File: src/rtl/timer_pkg.sv
// Shared register map, TCR field layout, halt FSM states and reset constants
// for the timer_core_mc register block.
package timer_pkg;

  localparam logic [11:0] TCR_OFF   = 12'h000;
  localparam logic [11:0] TDR0_OFF  = 12'h004;
  localparam logic [11:0] TDR1_OFF  = 12'h008;
  localparam logic [11:0] TIER_OFF  = 12'h00C;
  localparam logic [11:0] TISR_OFF  = 12'h010;
  localparam logic [11:0] THCSR_OFF = 12'h014;
  localparam logic [11:0] TCMP_BASE = 12'h020;
  localparam int          TCMP_STRIDE = 8;

  localparam int TCR_EN_BIT     = 0;
  localparam int TCR_DIV_EN_BIT = 1;
  localparam int TCR_DIV_LSB    = 8;
  localparam int TCR_DIV_W      = 4;

  typedef enum logic {
    RUN    = 1'b0,
    HALTED = 1'b1
  } halt_state_t;

  localparam logic [TCR_DIV_W-1:0] DIV_VAL_RST = 4'd1;

endpackage

File: src/rtl/timer_core_mc_if.sv
// Register-access bus from the APB slave decoder into timer_core_mc.
// The pstrb byte strobes exist only when TIMER_PSTRB_EN is defined.
interface timer_core_mc_if;

  logic        wr_en;
  logic        rd_en;
  logic [11:0] paddr;
  logic [31:0] pwdata;
`ifdef TIMER_PSTRB_EN
  logic [3:0]  pstrb;
`endif
  logic [31:0] prdata;
  logic        pslverr;

  modport master (
`ifdef TIMER_PSTRB_EN
    output pstrb,
`endif
    output wr_en, rd_en, paddr, pwdata,
    input  prdata, pslverr
  );

  modport slave (
`ifdef TIMER_PSTRB_EN
    input  pstrb,
`endif
    input  wr_en, rd_en, paddr, pwdata,
    output prdata, pslverr
  );

endinterface

File: src/rtl/timer_prescaler.sv
// Clock prescaler: tick every cycle, or once every 2^div_val cycles when
// div_en is set. The count freezes on hold and clears whenever en is low.
module timer_prescaler
  import timer_pkg::*;
(
  input  logic                 clk,
  input  logic                 rst_n,
  input  logic                 en,
  input  logic                 div_en,
  input  logic [TCR_DIV_W-1:0] div_val,
  input  logic                 hold,
  output logic                 tick
);

  logic [14:0] count;
  logic [15:0] period_last;
  logic        at_last;

  assign period_last = (16'd1 << div_val) - 16'd1;
  assign at_last     = ({1'b0, count} == period_last);
  assign tick        = en && !hold && (!div_en || at_last);

  // Count only advances while dividing; it wraps at the end of each period.
  always_ff @(posedge clk or negedge rst_n) begin
    if (!rst_n) begin
      count <= '0;
    end else if (!en) begin
      count <= '0;
    end else if (!hold && div_en) begin
      count <= at_last ? 15'd0 : count + 15'd1;
    end
  end

endmodule

File: src/rtl/timer_core_mc.sv
// Timer core: register file, prescaled free-running counter, NUM_CMP compare
// channels with sticky status, interrupt and debug-halt handshake.
// Define TIMER_PSTRB_EN to enable byte-strobed writes via bus.pstrb.
module timer_core_mc
  import timer_pkg::*;
#(
  parameter int CNT_W   = 64,
  parameter int NUM_CMP = 4,
  parameter int DIV_MAX = 8
)
(
  input  logic             clk,
  input  logic             rst_n,
  timer_core_mc_if.slave   bus,
  input  logic             dbg_mode,
  output logic             tim_int,
  output logic             halted
);

  localparam logic [4:0] DIV_MAX_L = 5'(DIV_MAX);

  logic                 timer_en;
  logic                 div_en;
  logic [TCR_DIV_W-1:0] div_val;
  logic [CNT_W-1:0]     counter;
  logic [CNT_W-1:0]     tcmp [NUM_CMP];
  logic [NUM_CMP-1:0]   tier;
  logic [NUM_CMP-1:0]   tisr;
  logic [NUM_CMP-1:0]   cmp_match;
  logic [NUM_CMP-1:0]   cmp_sel;
  logic [NUM_CMP-1:0]   tisr_clr;
  logic                 halt_req;
  halt_state_t          state;
  logic                 tick;

  logic [63:0] cnt64;
  logic [63:0] cmp64;
  logic [63:0] cnt_wr64;
  logic [63:0] cmp_wr64;
  logic [31:0] byte_mask;
  logic [31:0] cur_word;
  logic [31:0] wdata_m;
  logic [11:0] cmp_off;
  logic        aligned;
  logic        in_cmp;
  logic        cmp_hi;
  logic        sel_tcr, sel_tdr0, sel_tdr1, sel_tier, sel_tisr, sel_thcsr;
  logic        map_err;
  logic        tcr_err;
  logic        wr_err;
  logic        wr_ok;
  logic        strb_none;
  logic [TCR_DIV_W-1:0] new_div_val;
  logic        new_div_en;

`ifdef TIMER_PSTRB_EN
  assign byte_mask = {{8{bus.pstrb[3]}}, {8{bus.pstrb[2]}},
                      {8{bus.pstrb[1]}}, {8{bus.pstrb[0]}}};
  assign strb_none = (bus.pstrb == 4'b0000);
`else
  assign byte_mask = '1;
  assign strb_none = 1'b0;
`endif

  assign cnt64   = 64'(counter);
  assign aligned = (bus.paddr[1:0] == 2'b00);
  assign cmp_off = bus.paddr - TCMP_BASE;
  assign in_cmp  = (bus.paddr >= TCMP_BASE) && (cmp_off < 12'(TCMP_STRIDE * NUM_CMP));
  assign cmp_hi  = cmp_off[2];

  assign sel_tcr   = (bus.paddr == TCR_OFF);
  assign sel_tdr0  = (bus.paddr == TDR0_OFF);
  assign sel_tdr1  = (bus.paddr == TDR1_OFF);
  assign sel_tier  = (bus.paddr == TIER_OFF);
  assign sel_tisr  = (bus.paddr == TISR_OFF);
  assign sel_thcsr = (bus.paddr == THCSR_OFF);

  assign map_err = !(aligned && (sel_tcr || sel_tdr0 || sel_tdr1 || sel_tier ||
                                 sel_tisr || sel_thcsr || in_cmp));

  // Channel select and the selected compare value, widened to 64 bits.
  always_comb begin
    cmp_sel = '0;
    cmp64   = '0;
    for (int i = 0; i < NUM_CMP; i++) begin
      if (in_cmp && (cmp_off[5:3] == 3'(i))) begin
        cmp_sel[i] = 1'b1;
        cmp64      = 64'(tcmp[i]);
      end
    end
  end

  // Current contents of the addressed word; feeds both reads and strobe merges.
  always_comb begin
    cur_word = '0;
    if (sel_tcr) begin
      cur_word[TCR_EN_BIT]                   = timer_en;
      cur_word[TCR_DIV_EN_BIT]               = div_en;
      cur_word[TCR_DIV_LSB +: TCR_DIV_W]     = div_val;
    end else if (sel_tdr0) begin
      cur_word = cnt64[31:0];
    end else if (sel_tdr1) begin
      cur_word = cnt64[63:32];
    end else if (sel_tier) begin
      cur_word = 32'(tier);
    end else if (sel_tisr) begin
      cur_word = 32'(tisr);
    end else if (sel_thcsr) begin
      cur_word = {30'b0, halted, halt_req};
    end else if (in_cmp) begin
      cur_word = cmp_hi ? cmp64[63:32] : cmp64[31:0];
    end
  end

  assign wdata_m     = (cur_word & ~byte_mask) | (bus.pwdata & byte_mask);
  assign new_div_val = wdata_m[TCR_DIV_LSB +: TCR_DIV_W];
  assign new_div_en  = wdata_m[TCR_DIV_EN_BIT];

  // The prescaler setup may only change while the timer is stopped.
  assign tcr_err = sel_tcr && (({1'b0, new_div_val} > DIV_MAX_L) ||
                   (timer_en && ((new_div_en != div_en) || (new_div_val != div_val))));

  assign wr_err = !strb_none && (map_err || tcr_err);
  assign wr_ok  = bus.wr_en && !strb_none && !map_err && !tcr_err;

  assign bus.pslverr = (bus.rd_en && map_err) || (bus.wr_en && wr_err);
  assign bus.prdata  = (bus.rd_en && !map_err) ? cur_word : 32'h0;

  assign cnt_wr64 = sel_tdr0 ? {cnt64[63:32], wdata_m} : {wdata_m, cnt64[31:0]};
  assign cmp_wr64 = cmp_hi   ? {wdata_m, cmp64[31:0]} : {cmp64[63:32], wdata_m};

  assign tisr_clr = (wr_ok && sel_tisr) ?
                    (bus.pwdata[NUM_CMP-1:0] & byte_mask[NUM_CMP-1:0]) : '0;

  always_comb begin
    cmp_match = '0;
    for (int i = 0; i < NUM_CMP; i++) begin
      cmp_match[i] = (counter == tcmp[i]);
    end
  end

  timer_prescaler u_prescaler (
    .clk     (clk),
    .rst_n   (rst_n),
    .en      (timer_en),
    .div_en  (div_en),
    .div_val (div_val),
    .hold    (halted),
    .tick    (tick)
  );

  always_ff @(posedge clk or negedge rst_n) begin
    if (!rst_n) begin
      timer_en <= 1'b0;
      div_en   <= 1'b0;
      div_val  <= DIV_VAL_RST;
      tier     <= '0;
      halt_req <= 1'b0;
    end else if (wr_ok) begin
      if (sel_tcr) begin
        timer_en <= wdata_m[TCR_EN_BIT];
        div_en   <= new_div_en;
        div_val  <= new_div_val;
      end
      if (sel_tier) tier <= wdata_m[NUM_CMP-1:0];
      if (sel_thcsr) halt_req <= wdata_m[0];
    end
  end

  // A software write to either counter word beats the increment that cycle.
  always_ff @(posedge clk or negedge rst_n) begin
    if (!rst_n) begin
      counter <= '0;
    end else if (wr_ok && (sel_tdr0 || sel_tdr1)) begin
      counter <= CNT_W'(cnt_wr64);
    end else if (tick) begin
      counter <= counter + CNT_W'(1);
    end
  end

  always_ff @(posedge clk or negedge rst_n) begin
    if (!rst_n) begin
      for (int i = 0; i < NUM_CMP; i++) tcmp[i] <= '1;
    end else begin
      for (int i = 0; i < NUM_CMP; i++) begin
        if (wr_ok && cmp_sel[i]) tcmp[i] <= CNT_W'(cmp_wr64);
      end
    end
  end

  // Status is sticky; a new match outranks a clear in the same cycle.
  always_ff @(posedge clk or negedge rst_n) begin
    if (!rst_n) begin
      tisr    <= '0;
      tim_int <= 1'b0;
    end else begin
      tisr    <= (tisr & ~tisr_clr) | cmp_match;
      tim_int <= |(tisr & tier);
    end
  end

  always_ff @(posedge clk or negedge rst_n) begin
    if (!rst_n) begin
      state  <= RUN;
      halted <= 1'b0;
    end else begin
      case (state)
        RUN: if (halt_req && dbg_mode) begin
          state  <= HALTED;
          halted <= 1'b1;
        end
        HALTED: if (!halt_req || !dbg_mode) begin
          state  <= RUN;
          halted <= 1'b0;
        end
        default: begin
          state  <= RUN;
          halted <= 1'b0;
        end
      endcase
    end
  end

endmodule

File: src/flat_wrapper.sv
// flat-port wrapper written by rule: the top's interface ports become plain ports
module timer_core_mc_flat import timer_pkg::*;
#(
  parameter int CNT_W   = 64,
  parameter int NUM_CMP = 4,
  parameter int DIV_MAX = 8
)
  (clk, rst_n, dbg_mode, tim_int, halted, bus_wr_en, bus_rd_en, bus_paddr, bus_pwdata, bus_prdata, bus_pslverr);
  timer_core_mc_if bus_i ();
  input  logic clk;
  input  logic rst_n;
  input  logic dbg_mode;
  output logic tim_int;
  output logic halted;
  input wire logic [$bits(bus_i.wr_en)-1:0] bus_wr_en;
  input wire logic [$bits(bus_i.rd_en)-1:0] bus_rd_en;
  input wire logic [$bits(bus_i.paddr)-1:0] bus_paddr;
  input wire logic [$bits(bus_i.pwdata)-1:0] bus_pwdata;
  output wire logic [$bits(bus_i.prdata)-1:0] bus_prdata;
  output wire logic [$bits(bus_i.pslverr)-1:0] bus_pslverr;
  assign bus_i.wr_en = bus_wr_en;
  assign bus_i.rd_en = bus_rd_en;
  assign bus_i.paddr = bus_paddr;
  assign bus_i.pwdata = bus_pwdata;
  assign bus_prdata = bus_i.prdata;
  assign bus_pslverr = bus_i.pslverr;
  timer_core_mc #(.CNT_W(CNT_W), .NUM_CMP(NUM_CMP), .DIV_MAX(DIV_MAX)) u_core (.clk(clk), .rst_n(rst_n), .bus(bus_i), .dbg_mode(dbg_mode), .tim_int(tim_int), .halted(halted));
endmodule
File: config.mk
export PLATFORM = sky130hd
export DESIGN_NAME = timer_core_mc_flat
export DESIGN_NICKNAME = d
export VERILOG_FILES = /design/src/rtl/timer_pkg.sv /design/src/rtl/timer_core_mc_if.sv /design/src/rtl/timer_prescaler.sv /design/src/rtl/timer_core_mc.sv /design/src/flat_wrapper.sv
export SDC_FILE = /design/constraint.sdc
export NUM_CORES = 1
export LEC_CHECK = 0
export CAP_MARGIN = 20
export CORE_MARGIN = 1
export CORE_UTILIZATION = 40
export DETAILED_ROUTE_END_ITERATION = 8
export HOLD_SLACK_MARGIN = 0.15
export RECOVER_POWER = 50
export SETUP_SLACK_MARGIN = 0.02
export SLEW_MARGIN = 30
export SYNTH_ARGS = -nofsm -noshare
export SYNTH_HDL_FRONTEND = slang
export SYNTH_SLANG_ARGS = --single-unit
File: constraint.sdc
create_clock -name clk -period 11.7 [get_ports clk]
set_input_delay 1.17 -clock clk [delete_from_list [all_inputs] [get_ports clk]]
set_output_delay 1.17 -clock clk [all_outputs]
set_load 0.01 [all_outputs]
==> run_results.csv, run 1 <==
group,metric,value,unit
final_layout,fin_cells,3076,
cts,clkTransAtPathRegs,0.06,ns
drt,drtIter0Drc,2499,
pwr,power_leakage,0.009753,uW
cts,clockBufferDepth,3,
die,core,54030,um2
sta,final.setup.worst_slack,5.218,ns
drt,vias_per_cell,6.330,
placed_design,place.gp.congestion,0.9990,
sta,rsz0062_at_grt,"false",
logic_synthesis,synth.most_common_cell,"nor2_1",
logic_synthesis,yosys-top-cells-area,"dfstp_2 31%, dfrtp_1 11%, a21oi_1 7.4%",
global_route,grt_pass1_vias,18130,
final_layout,fin_nets,2400,
logic_synthesis,synthTopCellsByCount,"374 x nor2_1, 325 x a21oi_1, 257 x dfstp_2",
logic_synthesis,syn_area,21980,um2
global_route,grt_max_degree,102,
cts,cts-resized-gates,0,
drt,dr_total_vias,19470,
global_route,grt_pass1_wl,125300,um
cts,cts_root_buf,"clkbuf_16",
critical_path,arrival,7.07,ns
cts,cts_setup_buffers,0,
sta,hold_viol,0,
placed_design,portBuffers,83,
placed_design,hpwl,60540,um
global_route,overflow,0,
drt,drc,0,
logic_synthesis,yosysTopAreaCellShare,0.3073,
drt,drt-pass1-iter-count,7,
sta,skew,0.02952,ns
global_route,grt_usage,0.3035,
drt,wl,85670,um
cts,ctsHoldBuffers,0,
logic_synthesis,synth-seq-cells,353,
die,die_y,236.4,um
drt,wl_per_cell,27.85,um
critical_path,r2r-end,"u_core.cnt64[59]$_DFFE_PN0P_",
final_layout,syn_to_final_growth,11.95,%
cts,clkLatencyLatePin,0.60,ns
critical_path,rr_worst_depth,11,
job,cap_violations,1,
sta,period_minus_slack,6.482,ns
sta,fmax,0.1543,GHz
sta,relSlewSlack,-2.892,
sta,period_share,0.5540,
logic_synthesis,syn_inst,2397,
pwr,power,2791,uW
critical_path,r2r_slack,6.51,ns
logic_synthesis,yosysTopAreaCell,"dfstp_2",
logic_synthesis,synthFlopType,"dfstp_2",
die,die_x,236.4,um
final_layout,multi_input_area,11890,um2
global_route,antenna_found_initial,2,
cts,cts_inserted_buffers,43,
critical_path,end_kind,"async pin",
cts,cts_tree,"done",
placed_design,post-place-ws,5.664,ns
critical_path,crit_fanout,101,
die,ios,84,
critical_path,path_class,"primary input to async pin",
die,die_area,55890,um2
sta,max_slew.worst_pin.slew,5.837,ns
sta,slew_violations,102,
logic_synthesis,avgSynthCellArea,9.169,um2
logic_synthesis,async_reset_ff_frac,1.000,
sta,tns,0,ns
logic_synthesis,syn_nets,2452,
critical_path,cp.required,12.29,ns
logic_synthesis,synth_cell_type_count,76,
outcome,status,"finished with violations",
placed_design,place_inst,2996,
final_layout,final_layout_size_suffix_gt1_frac,0.2051,
die,rows,85,
die,initial_utilization,0.4068,
logic_synthesis,yosys_warnings,0,
hold_path,min_path_type,"register to register",
critical_path,crit_path_start,"rst_n",
logic_synthesis,synth_seq_area_share,0.4166,
outcome,violations,"max-capacitance violations, max-slew violations",
critical_path,reg2reg_from,"u_core.div_val[3]$_DFFE_PN0P_",
cts,cts-htree-levels,2,
critical_path,startpoint_type,"primary input",
pwr,vdd_drop_max,88.83,uV
final_layout,nFillCells,5154,
cts,cts.sinks,353,
pwr,power.density,113.4,nW/um2
final_layout,area.sequential,9155,um2
logic_synthesis,synth_edf_count,0,
sta,final-setup-viol-count,0,
critical_path,endpoint,"u_core.state$_DFF_PN0_",
drt,ant_nets,0,
-- cells in the final DEF (no fill, tap or decap), types with 15 or more instances in the layout --
master / n
o21ai_0: 72
a221o_1: 15
a21oi_1: 325
nor4_1: 51
inv_1: 26
a222oi_1: 25
nor3_1: 26
mux2_2: 36
xor2_1: 175
buf_4: 32
clkdlybuf4s50_1: 75
nor2b_1: 37
nand3_1: 45
nand4_1: 57
xnor2_1: 106
dfrtp_1: 96
nand2_1: 133
clkbuf_16: 45
dfstp_2: 257
and3_1: 26
nor2_1: 371
mux4_2: 63
a31oi_1: 44
or3_1: 17
-- worst max-delay path, stage by stage --
cell and delay, ns:
clkbuf_1 3.88, buf_4 1.12, buf_4 0.79
-- where the power goes --
part           total (uW)  leakage (uW)  internal (uW)  switching (uW)
combinational         131       0.00507           38.4            92.4
clock                1430      0.000735            866             568
sequential           1230       0.00395           1230           0.292
-- area by class of cell --
cell class                      instances  area share
Multi-Input combinational cell       1805      0.4831
Sequential cell                       353      0.3721
Clock buffer                           64     0.05192
Timing Repair Buffer                  116     0.04455
Tap cell                              696     0.03539
Clock inverter                         15    0.008849
Inverter                               26    0.003967
Antenna cell                            1   0.0001017
-- routing by layer --
metal	track usage	vias up	routed length, um
met5	0	-	0
met3	0.07958	205	9811
li1	-	8424	-
met1	0.4257	9670	35130
met2	0.4235	1172	35700
met4	0.1647	0	5025
-- through the flow --
stage,hold slack [ns],instance area (um2),util
2_1_floorplan,0.4746,21980,-
3_3_place_gp,0.5006,23070,0.4271
3_5_place_dp,0.5054,23100,0.4277
4_1_cts,0.5171,24600,0.4553
5_1_grt,0.5273,24600,0.4554
6_report,0.5156,24600,0.4554
-- worst min path at each step --
stage,start,slack [ns],cells after the start,endpoint
floorplan,u_core.tier[2]$_DFFE_PN0P_,0.47,2,u_core.tim_int$_DFF_PN0_
global placement,u_core.tcmp[229]$_DFFE_PN1P_,0.50,2,u_core.tcmp[229]$_DFFE_PN1P_
detailed placement,u_core.tcmp[103]$_DFFE_PN1P_,0.51,2,u_core.tcmp[103]$_DFFE_PN1P_
CTS,u_core.tcmp[103]$_DFFE_PN1P_,0.52,2,u_core.tcmp[103]$_DFFE_PN1P_
global route,u_core.tcmp[28]$_DFFE_PN1P_,0.53,2,u_core.tcmp[28]$_DFFE_PN1P_
finish,u_core.tcmp[37]$_DFFE_PN1P_,0.52,2,u_core.tcmp[37]$_DFFE_PN1P_
-- cells by family after synthesis --
kind of cell | share of synthesized area
simple gates | 0.1794
compound gates | 0.1564
xor+xnor | 0.1120
mux | 0.08756
flops | 0.4166
buf+inv | 0.04469
fa+ha+maj | 0.003416
-- registers in the layout, indices dropped and copies added (netlist names) --
signal / count
u_core.u_prescaler.count: 15
u_core.timer_en: 1
u_core.div_val: 4
u_core.halt_req: 1
u_core.halted: 1
u_core.state: 1
u_core.tier: 4
u_core.div_en: 1
u_core.tcmp: 256
u_core.tim_int: 1
u_core.cnt64: 64
u_core.tisr: 4
Note: power is estimated with default switching activity, not from simulation.
==> run 2, diff against run 1 <==
==> constraint.sdc (replaced) <==
create_clock -name clk -period 5.5 [get_ports clk]
set_input_delay 0.55 -clock clk [delete_from_list [all_inputs] [get_ports clk]]
set_output_delay 0.55 -clock clk [all_outputs]
set_load 0.01 [all_outputs]
==> run 2 against run 1 <==
Against the previous run:
- the run still ends with max-capacitance violations, max-slew violations left
- largest power group unchanged
- power is 110% higher
- final cell count is 0.55% higher
- die area stayed put
- combinational power is 120% higher
- critical path type is now register to register
- sequential power is 110% higher
- critical path depth is 9 higher
- first-iteration DRC count is 11% higher
- worst hold slack better by 0.00051 ns
- clock power is 100% higher
- via count is 0.17% higher
==> run_results.csv, run 2 (same netlist as run 1, synthesis figures left out) <==
group,metric,value,unit
placed_design,hpwl,62220,um
sta,final.setup.worst_slack,0.8056,ns
sta,fmax,0.2130,GHz
pwr,power_leakage,0.009818,uW
final_layout,area.sequential,9155,um2
global_route,grt_max_degree,129,
die,die_area,55890,um2
critical_path,crit_fanout,20,
cts,cts-htree-levels,2,
cts,clkLatencyLatePin,0.60,ns
hold_path,min_path_type,"register to register",
sta,max_slew.worst_pin.slew,2.257,ns
placed_design,placed_cell_area,23310,um2
global_route,grtUsageMet1,0.4290,
drt,drtIter0Drc,2773,
cts,cts_inserted_buffers,43,
cts,cts.sinks,353,
drt,drc,0,
final_layout,nFillCells,5070,
sta,hold_viol,0,
pwr,p_clk_frac,0.503,
placed_design,place.gp.congestion,1.003,
global_route,grt_pass1_wl,126000,um
sta,tns,0,ns
critical_path,startpoint_type,"register",
final_layout,final_common_cell,"nor2_1",
die,initial_utilization,0.4068,
pwr,swShare,0.2436,
sta,period_share,0.8535,
drt,dr_total_vias,19500,
pwr,vdd_drop_max,178.8,uV
die,die_y,236.4,um
global_route,met2_usage,0.4545,
placed_design,post-place-ws,0.8722,ns
sta,period_minus_slack,4.694,ns
sta,final-setup-viol-count,0,
final_layout,fin_nets,2416,
final_layout,regMostFlops,"u_core.tcmp",
sta,skew,0.02786,ns
global_route,grt_pass1_vias,18250,
final_layout,final_layout_size_suffix_gt1_frac,0.2091,
drt,wl_per_cell,28.04,um
cts,cts_setup_buffers,0,
placed_design,portBuffers,83,
global_route,overflow,0,
final_layout,syn_to_final_growth,12.51,%
outcome,status,"finished with violations",
die,die_x,236.4,um
drt,wl,86740,um
final_layout,largest_reg_flops,256,
pwr,power.density,235.4,nW/um2
critical_path,cp.required,5.97,ns
final_layout,multi_input_area,11890,um2
drt,ant_nets,0,
final_layout,layout_common_cells,"371 x nor2_1, 325 x a21oi_1, 257 x dfstp_2",
global_route,busiest_layer,"met2",
cts,clkTransAtPathRegs,0.06,ns
global_route,antenna_found_initial,6,
critical_path,path_class,"register to register",
job,cap_violations,2,
cts,clockBufferDepth,3,
cts,cts_root_buf,"clkbuf_16",
sta,rsz0062_at_grt,"false",
pwr,pwr-share-seq,0.448,
final_layout,fin_area,24730,um2
pwr,p_switching,1418,uW
drt,drt-pass1-iter-count,8,
critical_path,end_kind,"register",
sta,relSlewSlack,-0.5046,
die,core,54030,um2
drt,vias_per_cell,6.306,
global_route,grt_usage,0.3058,
final_layout,post-route-util,0.4577,
outcome,violations,"max-capacitance violations, max-slew violations",
pwr,p_int,4403,uW
critical_path,arrival,5.17,ns
global_route,use_met3,0.07654,
sta,slew_violations,117,
cts,cts_tree,"done",
die,rows,85,
die,ios,84,
pwr,combPwrFrac,0.049,
-- run 2: cell types whose count changed in the layout (fill, tap and decap cells not counted), moves of 2 or more --
cell and delta:
clkinv_2 +4, clkbuf_2 +3, bufinv_16 -2, buf_6 -2, buf_12 +9, clkbuf_1 +2, buf_4 +5
-- run 2: path summary, 6_finish.rpt --
| kind | slack (ns) | from | end | depth (start not counted) |
|---|---|---|---|---|
| worst min register to register | 0.52 | u_core.tcmp[99]$_DFFE_PN1P_ | u_core.tcmp[99]$_DFFE_PN1P_ | 2 |
| worst min-delay path | 0.52 | u_core.tcmp[99]$_DFFE_PN1P_ | u_core.tcmp[99]$_DFFE_PN1P_ | 2 |
| max in group asynchronous | 1.06 | rst_n | u_core.tcmp[79]$_DFFE_PN1P_ | 4 |
| worst max-delay path | 0.81 | u_core.div_val[2]$_DFFE_PN0P_ | u_core.cnt64[61]$_DFFE_PN0P_ | 12 |
| min in group asynchronous | 1.20 | rst_n | u_core.cnt64[43]$_DFFE_PN0P_ | 2 |
| worst max register to register | 0.81 | u_core.div_val[2]$_DFFE_PN0P_ | u_core.cnt64[61]$_DFFE_PN0P_ | 12 |
-- run 2: layer usage --
layer  vias to the layer above  routed length (um)
li1                       8454                   -
met1                      9703               35590
met2                      1161               37850
met3                       178                9956
met4                         8                3284
met5                         -                  54
-- run 2: what timing repair did --
| item | 4_1_cts | 5_1_grt |
|---|---|---|
| endpoints found under the hold margin | 15 | 0 |
| resized for setup | 0 | 0 |
| hold buffers | 1 | 0 |
-- run 2: final cells by class --
| cell class | instances | area share |
|---|---|---|
| well taps | 696 | 0.03522 |
| multi-input cells | 1805 | 0.4808 |
| flip-flops and latches | 353 | 0.3702 |
| inverters | 26 | 0.003947 |
| repair buffers | 132 | 0.05227 |
| diodes | 1 | 0.0001012 |
| clock inverters | 17 | 0.007185 |
| clock buffers | 63 | 0.05025 |
-- run 2: through the flow --
step	hold slack (ns)	total power, uW	instances
2_1_floorplan	0.2544	2763	2397
3_3_place_gp	0.5028	2929	3010
3_5_place_dp	0.5035	2931	3010
4_1_cts	0.5171	5848	3091
5_1_grt	0.5258	5958	3092
6_report	0.5161	5821	3093
-- run 2: critical path, stage by stage (launching register included) --
cell and delay, ns:
dfrtp_1 0.61, or4_1 0.65, ha_1 0.42, or3b_1 0.45
o2bb2a_4 0.23, o31a_1 0.23, a221o_1 0.37, o31ai_4 0.44
buf_4 0.27, a21oi_1 0.16, buf_4 0.27, o21bai_1 0.17
a221o_1 0.30
-- run 2: power groups by stage --
stage | clock network [uW] | registers, uW | logic, uW
3_3_place_gp | 0 | 2650 | 280
6_report | 2930 | 2610 | 285
5_1_grt | 3050 | 2610 | 304
2_1_floorplan | 0 | 2650 | 115
3_5_place_dp | 0 | 2650 | 282
4_1_cts | 2950 | 2610 | 284
